### config.mk
export PLATFORM = sky130hd
export DESIGN_NAME = uart_rx
export DESIGN_NICKNAME = d
export VERILOG_FILES = /design/src/rtl/uart_rx.sv
export SDC_FILE = /design/constraint.sdc
export NUM_CORES = 1
export LEC_CHECK = 0
export CAP_MARGIN = 30
export CORE_ASPECT_RATIO = 1.2
export CORE_MARGIN = 2
export CORE_UTILIZATION = 50
export DETAILED_ROUTE_END_ITERATION = 7
export HOLD_SLACK_MARGIN = 0.12
export MAX_ROUTING_LAYER = met4
export PLACE_DENSITY = 0.71
export SYNTH_ARGS = -nofsm -noshare
export SYNTH_HDL_FRONTEND = slang
export SYNTH_SLANG_ARGS = --single-unit
### constraint.sdc
create_clock -name CLK -period 3.2 [get_ports CLK]
set_input_delay 0.64 -clock CLK [delete_from_list [all_inputs] [get_ports CLK]]
set_output_delay 0.64 -clock CLK [all_outputs]
set_load 0.05 [all_outputs]
### src/rtl/uart_rx.sv
// UART receiver: oversampled start/data/parity/stop recovery with 3-point
// majority sampling, delivering each good byte with a one-cycle valid pulse.
module uart_rx #(
    parameter int DATA_WIDTH = 8
) (
    input  logic                  CLK,
    input  logic                  RST,
    input  logic                  RX_IN,
    input  logic [5:0]            Prescale,
    input  logic                  PAR_EN,
    input  logic                  PAR_TYP,
    output logic [DATA_WIDTH-1:0] P_DATA,
    output logic                  data_valid,
    output logic                  par_err,
    output logic                  stp_err
);

    localparam int BIT_CNT_W = $clog2(DATA_WIDTH);

    typedef enum logic [2:0] {
        IDLE,
        START,
        DATA,
        PARITY,
        STOP
    } state_t;

    state_t                r_state;
    logic                  r_sync1;
    logic                  r_sync2;
    logic [5:0]            r_prescale;
    logic                  r_par_en;
    logic                  r_par_typ;
    logic [5:0]            r_edge_cnt;
    logic [BIT_CNT_W-1:0]  r_bit_cnt;
    logic [2:0]            r_samp;
    logic [DATA_WIDTH-1:0] r_shift;
    logic                  r_par_fail;

    logic                  w_rx_s;
    logic [5:0]            w_half;
    logic                  w_last;
    logic                  w_maj;

    assign w_rx_s = r_sync2;
    assign w_half = r_prescale >> 1;
    assign w_last = (r_edge_cnt == r_prescale - 6'd1);
    assign w_maj  = (r_samp[0] & r_samp[1]) | (r_samp[1] & r_samp[2]) | (r_samp[0] & r_samp[2]);

    // Two-flop synchronizer; resets to the idle-high line level.
    always_ff @(posedge CLK) begin
        if (!RST) begin
            r_sync1 <= 1'b1;
            r_sync2 <= 1'b1;
        end else begin
            // NOTE: non-blocking so r_sync2 takes r_sync1's value from before this edge.
            r_sync1 <= RX_IN;
            r_sync2 <= r_sync1;
        end
    end

    always_ff @(posedge CLK) begin
        if (!RST) begin
            r_state    <= IDLE;
            r_prescale <= 6'd0;
            r_par_en   <= 1'b0;
            r_par_typ  <= 1'b0;
            r_edge_cnt <= 6'd0;
            r_bit_cnt  <= '0;
            r_samp     <= 3'b111;
            r_shift    <= '0;
            r_par_fail <= 1'b0;
            P_DATA     <= '0;
            data_valid <= 1'b0;
            par_err    <= 1'b0;
            stp_err    <= 1'b0;
        end else begin
            data_valid <= 1'b0;

            if (r_state != IDLE) begin
                r_edge_cnt <= w_last ? 6'd0 : r_edge_cnt + 6'd1;
                if (r_edge_cnt == w_half - 6'd1) r_samp[0] <= w_rx_s;
                if (r_edge_cnt == w_half)        r_samp[1] <= w_rx_s;
                if (r_edge_cnt == w_half + 6'd1) r_samp[2] <= w_rx_s;
            end

            case (r_state)
                IDLE: begin
                    r_edge_cnt <= 6'd0;
                    r_bit_cnt  <= '0;
                    if (!w_rx_s) begin
                        r_state    <= START;
                        r_prescale <= Prescale;
                        r_par_en   <= PAR_EN;
                        r_par_typ  <= PAR_TYP;
                        r_par_fail <= 1'b0;
                        par_err    <= 1'b0;
                        stp_err    <= 1'b0;
                    end
                end
                START: begin
                    // A start bit that votes high was a glitch.
                    if (w_last) r_state <= w_maj ? IDLE : DATA;
                end
                DATA: begin
                    if (w_last) begin
                        r_shift   <= {w_maj, r_shift[DATA_WIDTH-1:1]};
                        r_bit_cnt <= r_bit_cnt + 1'b1;
                        if (r_bit_cnt == BIT_CNT_W'(DATA_WIDTH - 1)) begin
                            r_bit_cnt <= '0;
                            r_state   <= r_par_en ? PARITY : STOP;
                        end
                    end
                end
                PARITY: begin
                    if (w_last) begin
                        if (w_maj != ((^r_shift) ^ r_par_typ)) r_par_fail <= 1'b1;
                        r_state <= STOP;
                    end
                end
                STOP: begin
                    if (w_last) begin
                        if (w_maj && !r_par_fail) begin
                            data_valid <= 1'b1;
                            P_DATA     <= r_shift;
                        end else begin
                            par_err <= r_par_fail;
                            stp_err <= ~w_maj;
                        end
                        r_state <= IDLE;
                    end
                end
                default: r_state <= IDLE;
            endcase
        end
    end

endmodule

==> results.py <==
metrics = {
    "worst_setup_path": {
        "path_class": "register to register",
        "critPathMaxFanout": 13,
        "crit_path_cell_trace": "inv_1 -> ha_1 -> a21boi_2 -> xnor2_1 -> o211ai_2 -> a2111oi_4 -> buf_4 -> mux2i_1 -> nor2_1",
        "critPathLaunchType": "register",
        "cp_top_family": "compound AO/OA/AOI/OAI gates",
        "end_kind": "register",
        "required_ns": 3.39,
        "cp.arrival_ns": 2.74,
        "cp_slowest_cell": "dfxtp_1",
        "cp_num_buf_inv": 2,
        "max_stage_delay_ns": 0.56,
    },
    "drt": {
        "wl_um": 4970,
        "drtAntennaViolNets": 0,
        "drcViolationCount": 0,
        "drt_pass1_iterations": 4,
        "viasPerCell": 5.57,
        "wl_per_cell_um": 13.7,
        "drt_iter0_markers": 68,
        "vias": 2028,
    },
    "logic_synthesis": {
        "async_flop_share": 0,
        "yosysMostFrequentCell": "dfxtp_1",
        "synth_flop_cell": "dfxtp_1",
        "synth_fp_nets": 310,
        "syn_avg_cell_area_sq_um": 8.49,
        "syn_inst": 292,
        "seq_area_frac_synth": 0.363,
        "yosys.area.top_type": "dfxtp_1",
        "syn_area_sq_um": 2480,
        "synth.distinct_cells": 52,
        "yosys-top-cells-area": "dfxtp_1 (36%), mux2i_1 (8.1%), xnor2_1 (6.7%)",
        "synth-edff-count": 0,
        "ys_ff_latch": 45,
        "yosysTopAreaCellShare": 0.363,
        "yosys_warnings": 0,
        "synth_common_cells": "dfxtp_1 (45), nor2_1 (38), nand2_1 (27), mux2i_1 (20), xnor2_1 (19)",
    },
    "floorplanning": {
        "die_h_um": 81.1,
        "dieArea_sq_um": 5540,
        "num_io_pins": 22,
        "coreArea_sq_um": 4870,
        "die_width_um": 68.3,
        "num_rows": 28,
        "start_util": 0.509,
    },
    "global_routing": {
        "gr-total-overflow": 0,
        "grt_pass1_wl_um": 8500,
        "grt_max_degree": 29,
        "grtUsageTotal": 0.209,
        "antenna_found_initial": 0,
        "grt_pass1_vias": 1873,
    },
    "clocking": {
        "clockBufferDepth": 2,
        "cts_buffers": 5,
        "cts-root-buf": "clkbuf_8",
        "clk_latency_ns": 0.30,
        "cts_resized": 0,
        "clk_pin_slew_worst_paths_ns": 0.08,
        "clock-sinks": 45,
        "cts_tree": "built",
        "ctsHoldBuffers": 0,
        "post-cts-setup-buffers": 0,
        "htreeDepth": 2,
    },
    "sta": {
        "period_share": 0.796,
        "tns_ns": 0,
        "worst_pin_slew_ns": 0.696,
        "hold_violations": 0,
        "finalCriticalPeriod_ns": 2.55,
        "relSlewSlack": 0.534,
        "finClkSkew_ns": 0.00943,
        "rsz0062_at_grt": "false",
        "fmax_ghz": 0.393,
        "final_max_slew_viol_count": 0,
        "setup_violations": 0,
    },
    "layout": {
        "drive_above_1_share": 0.0658,
        "area_delta_synth_final_pct": 13.4,
        "final_nets": 321,
        "stdcell_count": 364,
        "n_antenna_cell": 0,
        "postLayoutCellArea_sq_um": 2810,
    },
    "placed_design": {
        "placed_cell_area_sq_um": 2700,
        "gp_congestion": 0.885,
        "io_buffer_count": 21,
        "place_hpwl_um": 3650,
        "dp_cells": 356,
    },
    "power_and_ir_drop": {
        "p_per_area_nw_per_um2": 391,
        "p_total_mw": 1.10,
        "peakVddDrop_uv": 332,
        "p_leak_nw": 1.02,
    },
    "outcome": {
        "status": "finished clean",
    },
    "hold_path": {
        "hold_class": "register to register",
    },
    "job": {
        "cap_viol_max_count": 0,
    },
}
==> layout by cell type (no fill, tap or decap), types with 2 or more instances in the layout <==
| cell type | instances |
|---|---|
| or3_1 | 2 |
| nand2_1 | 27 |
| nor3_1 | 7 |
| xnor2_1 | 19 |
| nor2b_1 | 2 |
| nor2_1 | 38 |
| ha_1 | 7 |
| nand3_1 | 10 |
| buf_4 | 4 |
| nor4_1 | 3 |
| inv_1 | 7 |
| nand2b_1 | 6 |
| o2111ai_1 | 2 |
| o211ai_1 | 2 |
| a21oi_1 | 17 |
| mux2i_1 | 20 |
| o21ai_0 | 5 |
| clkdlybuf4s50_1 | 21 |
| and3_1 | 5 |
| a31oi_1 | 3 |
| xor2_1 | 14 |
| dfxtp_1 | 45 |
| and2_1 | 2 |
| nand4_1 | 3 |
| clkbuf_8 | 5 |
==> sequential cells by signal (all words and copies together), names as in the netlist, 3 cells and up <==
register / flops
r_prescale: 6
r_state: 3
P_DATA: 8
r_shift: 8
r_edge_cnt: 6
r_bit_cnt: 3
r_samp: 3
==> per-stage QoR <==
| step | setup slack, ns | utilization | hold WS [ns] |
|---|---|---|---|
| after global routing | 0.363 | 0.577 | 0.430 |
| after floorplan | 0.651 | - | 0.386 |
| after global placement | 0.758 | 0.554 | 0.391 |
| after detailed placement | 0.682 | 0.554 | 0.396 |
| final | 0.653 | 0.577 | 0.411 |
| after CTS | 0.658 | 0.577 | 0.415 |
==> final cells by class <==
cell class | instances | area [sq um]
Sequential cell | 45 | 901
Timing Repair Buffer | 25 | 240
Tap cell | 60 | 75.1
Clock inverter | 2 | 38.8
Clock buffer | 6 | 72.6
Multi-Input combinational cell | 219 | 1460
Inverter | 7 | 26.3
Fill cell | 434 | 2060
==> cells by family after synthesis <==
kind of cell / after synthesis / synth area share
AO/OA/AOI/OAI: 45 / 0.131
XOR/XNOR: 34 / 0.123
adder cells (fa/ha/maj): 8 / 0.0394
buffers and inverters: 28 / 0.0490
flip-flops: 45 / 0.363
multiplexers: 20 / 0.0808
AND/OR/NAND/NOR: 112 / 0.214
==> layer usage <==
layer	wire length [um]	track usage	vias to the layer above
li1	-	-	1020
met5	0	-	-
met1	2250	0.253	957
met4	89	0.0840	0
met2	2420	0.340	44
met3	210	0.0388	7
==> path summary, 6_finish.rpt <==
| kind | startpoint | endpoint | slack [ns] | cells past startpoint |
|---|---|---|---|---|
| worst max-delay path | r_prescale[2]$_SDFFE_PN0P_ | P_DATA[0]$_SDFFE_PN0P_ | 0.65 | 9 |
| worst min-delay path | r_sync1$_SDFF_PN1_ | r_sync2$_SDFF_PN1_ | 0.41 | 1 |
| worst max register to register | r_prescale[2]$_SDFFE_PN0P_ | P_DATA[0]$_SDFFE_PN0P_ | 0.65 | 9 |
| worst min register to register | r_sync1$_SDFF_PN1_ | r_sync2$_SDFF_PN1_ | 0.41 | 1 |
==> worst register-to-register path, delay by kind of cell (launching register included) <==
family,cells,cell delay [ns]
fa+ha+maj,1,0.27
mux,1,0.23
simple gates,1,0.06
buf+inv,2,0.38
compound gates,3,0.70
xor+xnor,1,0.24
flops,1,0.56
==> power breakdown <==
group	switching (mW)	internal [mW]
clock	0.191	0.234
combinational	0.0517	0.0422
sequential	0.0124	0.566
Note: power is estimated with default switching activity, not from simulation.
==> RTL change, RTL diff (config.mk and constraints unchanged) <==
Put one more register stage on the output `stp_err`. The value now appears one clock later. The other outputs are not delayed to match.
--- a/src/rtl/uart_rx.sv
+++ b/src/rtl/uart_rx.sv
@@ -26,2 +26,4 @@
     } state_t;
+
+    logic stp_err_s0;
 
@@ -75,3 +77,3 @@
             par_err    <= 1'b0;
-            stp_err    <= 1'b0;
+            stp_err_s0 <= 1'b0;
         end else begin
@@ -97,3 +99,3 @@
                         par_err    <= 1'b0;
-                        stp_err    <= 1'b0;
+                        stp_err_s0 <= 1'b0;
                     end
@@ -127,3 +129,3 @@
                             par_err <= r_par_fail;
-                            stp_err <= ~w_maj;
+                            stp_err_s0 <= ~w_maj;
                         end
@@ -137,2 +139,6 @@
 
+    always_ff @(posedge CLK) begin
+        stp_err <= stp_err_s0;
+    end
+
 endmodule
Check against the original RTL: same outputs for any inputs over 10 cycles, from zero or initial values and one cycle with RST low; that may be too few to reach the edited logic, so the function may still have changed.
==> RTL change against the unedited design <==
- clock power increased by 3%
- clock skew down 2.4 ps
- cell area is 0.80% higher
- sequential share of layout area is 0.45 points higher
- hold slack worse by 51 ps
- setup slack lost 72 ps
- combinational power about the same
- area after synthesis is 0.81% higher
- routed wire length increased by 1.9%
- total power is 2.1% higher
- sequential cell count grew 1
- critical endpoint is now stp_err_s0
- largest cell class unchanged
==> RTL change: results (changes against the unedited design) <==
[worst_setup_path]
path_delay_family=compound AO/OA/AOI/OAI gates
slowest_delay_ps=550
rr_worst_depth=8  ; -1
reg2reg_slack_ps=580  ; -70 ps
cp_data_arrival_time_ps=2820  ; +80 ps
reg2reg_to=stp_err_s0

[synthesis]
yosysSeqAreaShare=0.369  ; +0.00510
synth_fp_nets=311  ; +0.32%
synth_top_cells_by_count=dfxtp_1, nor2_1, nand2_1, mux2i_1, xnor2_1
synth_area_leaders=dfxtp_1, mux2i_1, xnor2_1, nor2_1, xor2_1
postSynthCellCount=293  ; +0.34%

[routing]
routedWlPerCell_um=13.9  ; +1.6%
wl_met2_mm=2.54  ; +5.1%
drt_iter0_markers=135  ; +99%
dr_wl_met3_um=196  ; -6.7%
vias=2004  ; -1.2%

[placement]
dp.cells=357  ; +0.28%
hpwl_mm=3.62  ; -0.87%
place.gp.congestion=0.860  ; -2.9%

[power]
p_leak_nw=1.02  ; +0.30%
switching_share=0.239  ; +0.00674
peakVddDrop_mv=0.502  ; +51%

[layout]
finalNetCount=322  ; +0.31%
seq_share=0.325  ; +0.00452
drive_above_1_share=0.0689  ; +0.00306
seq_cells=46  ; +2.2%
multi_input_area_share=0.514  ; -0.00412
fill_cells=441  ; +1.6%
clock_cell_area_share=0.0402  ; +0.000568
num-multi-input-gates=219  ; unchanged
nonClockInverterCount=7  ; unchanged
layout.nonclk_buf_frac=0.0848  ; -0.000680

[worst_hold_path]
hp-start=stp_err_s0
holdPathStages=0  ; -1

[global_route]
use_met1=0.260  ; +0.00753
grt_first_pass_wirelength_mm=8.76  ; +3.1%
grt_pass1_vias=1904  ; +1.7%
grt_max_degree=33  ; +14%
grt_usage=0.214  ; +0.00501
gr-usage-met2=0.352  ; +0.0121
use_met3=0.0384  ; -0.000425

[sta]
clock_skew_ps=7.03  ; -2.41 ps
worst_slew_pin_slew_ps=724  ; +27.4 ps

[outcome]
status=finished, final reports clean

==> RTL change: cell types whose count changed in the layout (fill, tap and decap cells not counted), sizes merged <==
| cell | before | now |
|---|---|---|
| clkbuf | 6 | 5 |
| clkinv | 1 | 0 |
| clkinvlp | 0 | 2 |
| dfxtp | 45 | 46 |
==> RTL change: kinds of logic (layout without fill, tap and decap cells) <==
logic type	after synthesis	count (layout)	share of synthesized area
and+or+nand+nor	112	112	0.212
DFF	46	46	0.369
AOI/OAI and AO/OA	45	45	0.130
xor gates and xnor gates	34	34	0.122
buffers and inverters	28	40	0.0486
muxes	20	20	0.0801
adders and majority gates	8	8	0.0391
==> RTL change: power groups by stage <==
stage | Sequential, mW | Clock (mW) | Combinational (mW)
final | 0.591 | 0.437 | 0.0940
after global placement | 0.604 | 0 | 0.0927
after floorplan | 0.596 | 0 | 0.0749
after global routing | 0.592 | 0.467 | 0.106
after CTS | 0.591 | 0.444 | 0.0943
after detailed placement | 0.604 | 0 | 0.0937
==> RTL change: per-stage QoR <==
step	util	instance area [um^2]	hold slack [ps]	worst slack, ps	power (mW)
floorplan	-	2500	330	651	0.671
global placement	0.558	2720	344	746	0.697
detailed placement	0.558	2720	339	683	0.698
CTS	0.582	2830	355	596	1.13
global route	0.582	2830	359	318	1.17
finish	0.582	2830	359	582	1.12
==> RTL change: worst max path at each step <==
stage	startpoint	slack (ps)	cells after the start	to
detailed placement	r_prescale[2]	680	9	P_DATA[0]
floorplan	r_prescale[1]	650	9	P_DATA[1]
global placement	r_prescale[2]	750	9	P_DATA[3]
finish	r_prescale[2]	580	8	stp_err_s0
global route	r_prescale[2]	320	8	par_err
CTS	r_prescale[2]	600	8	stp_err_s0
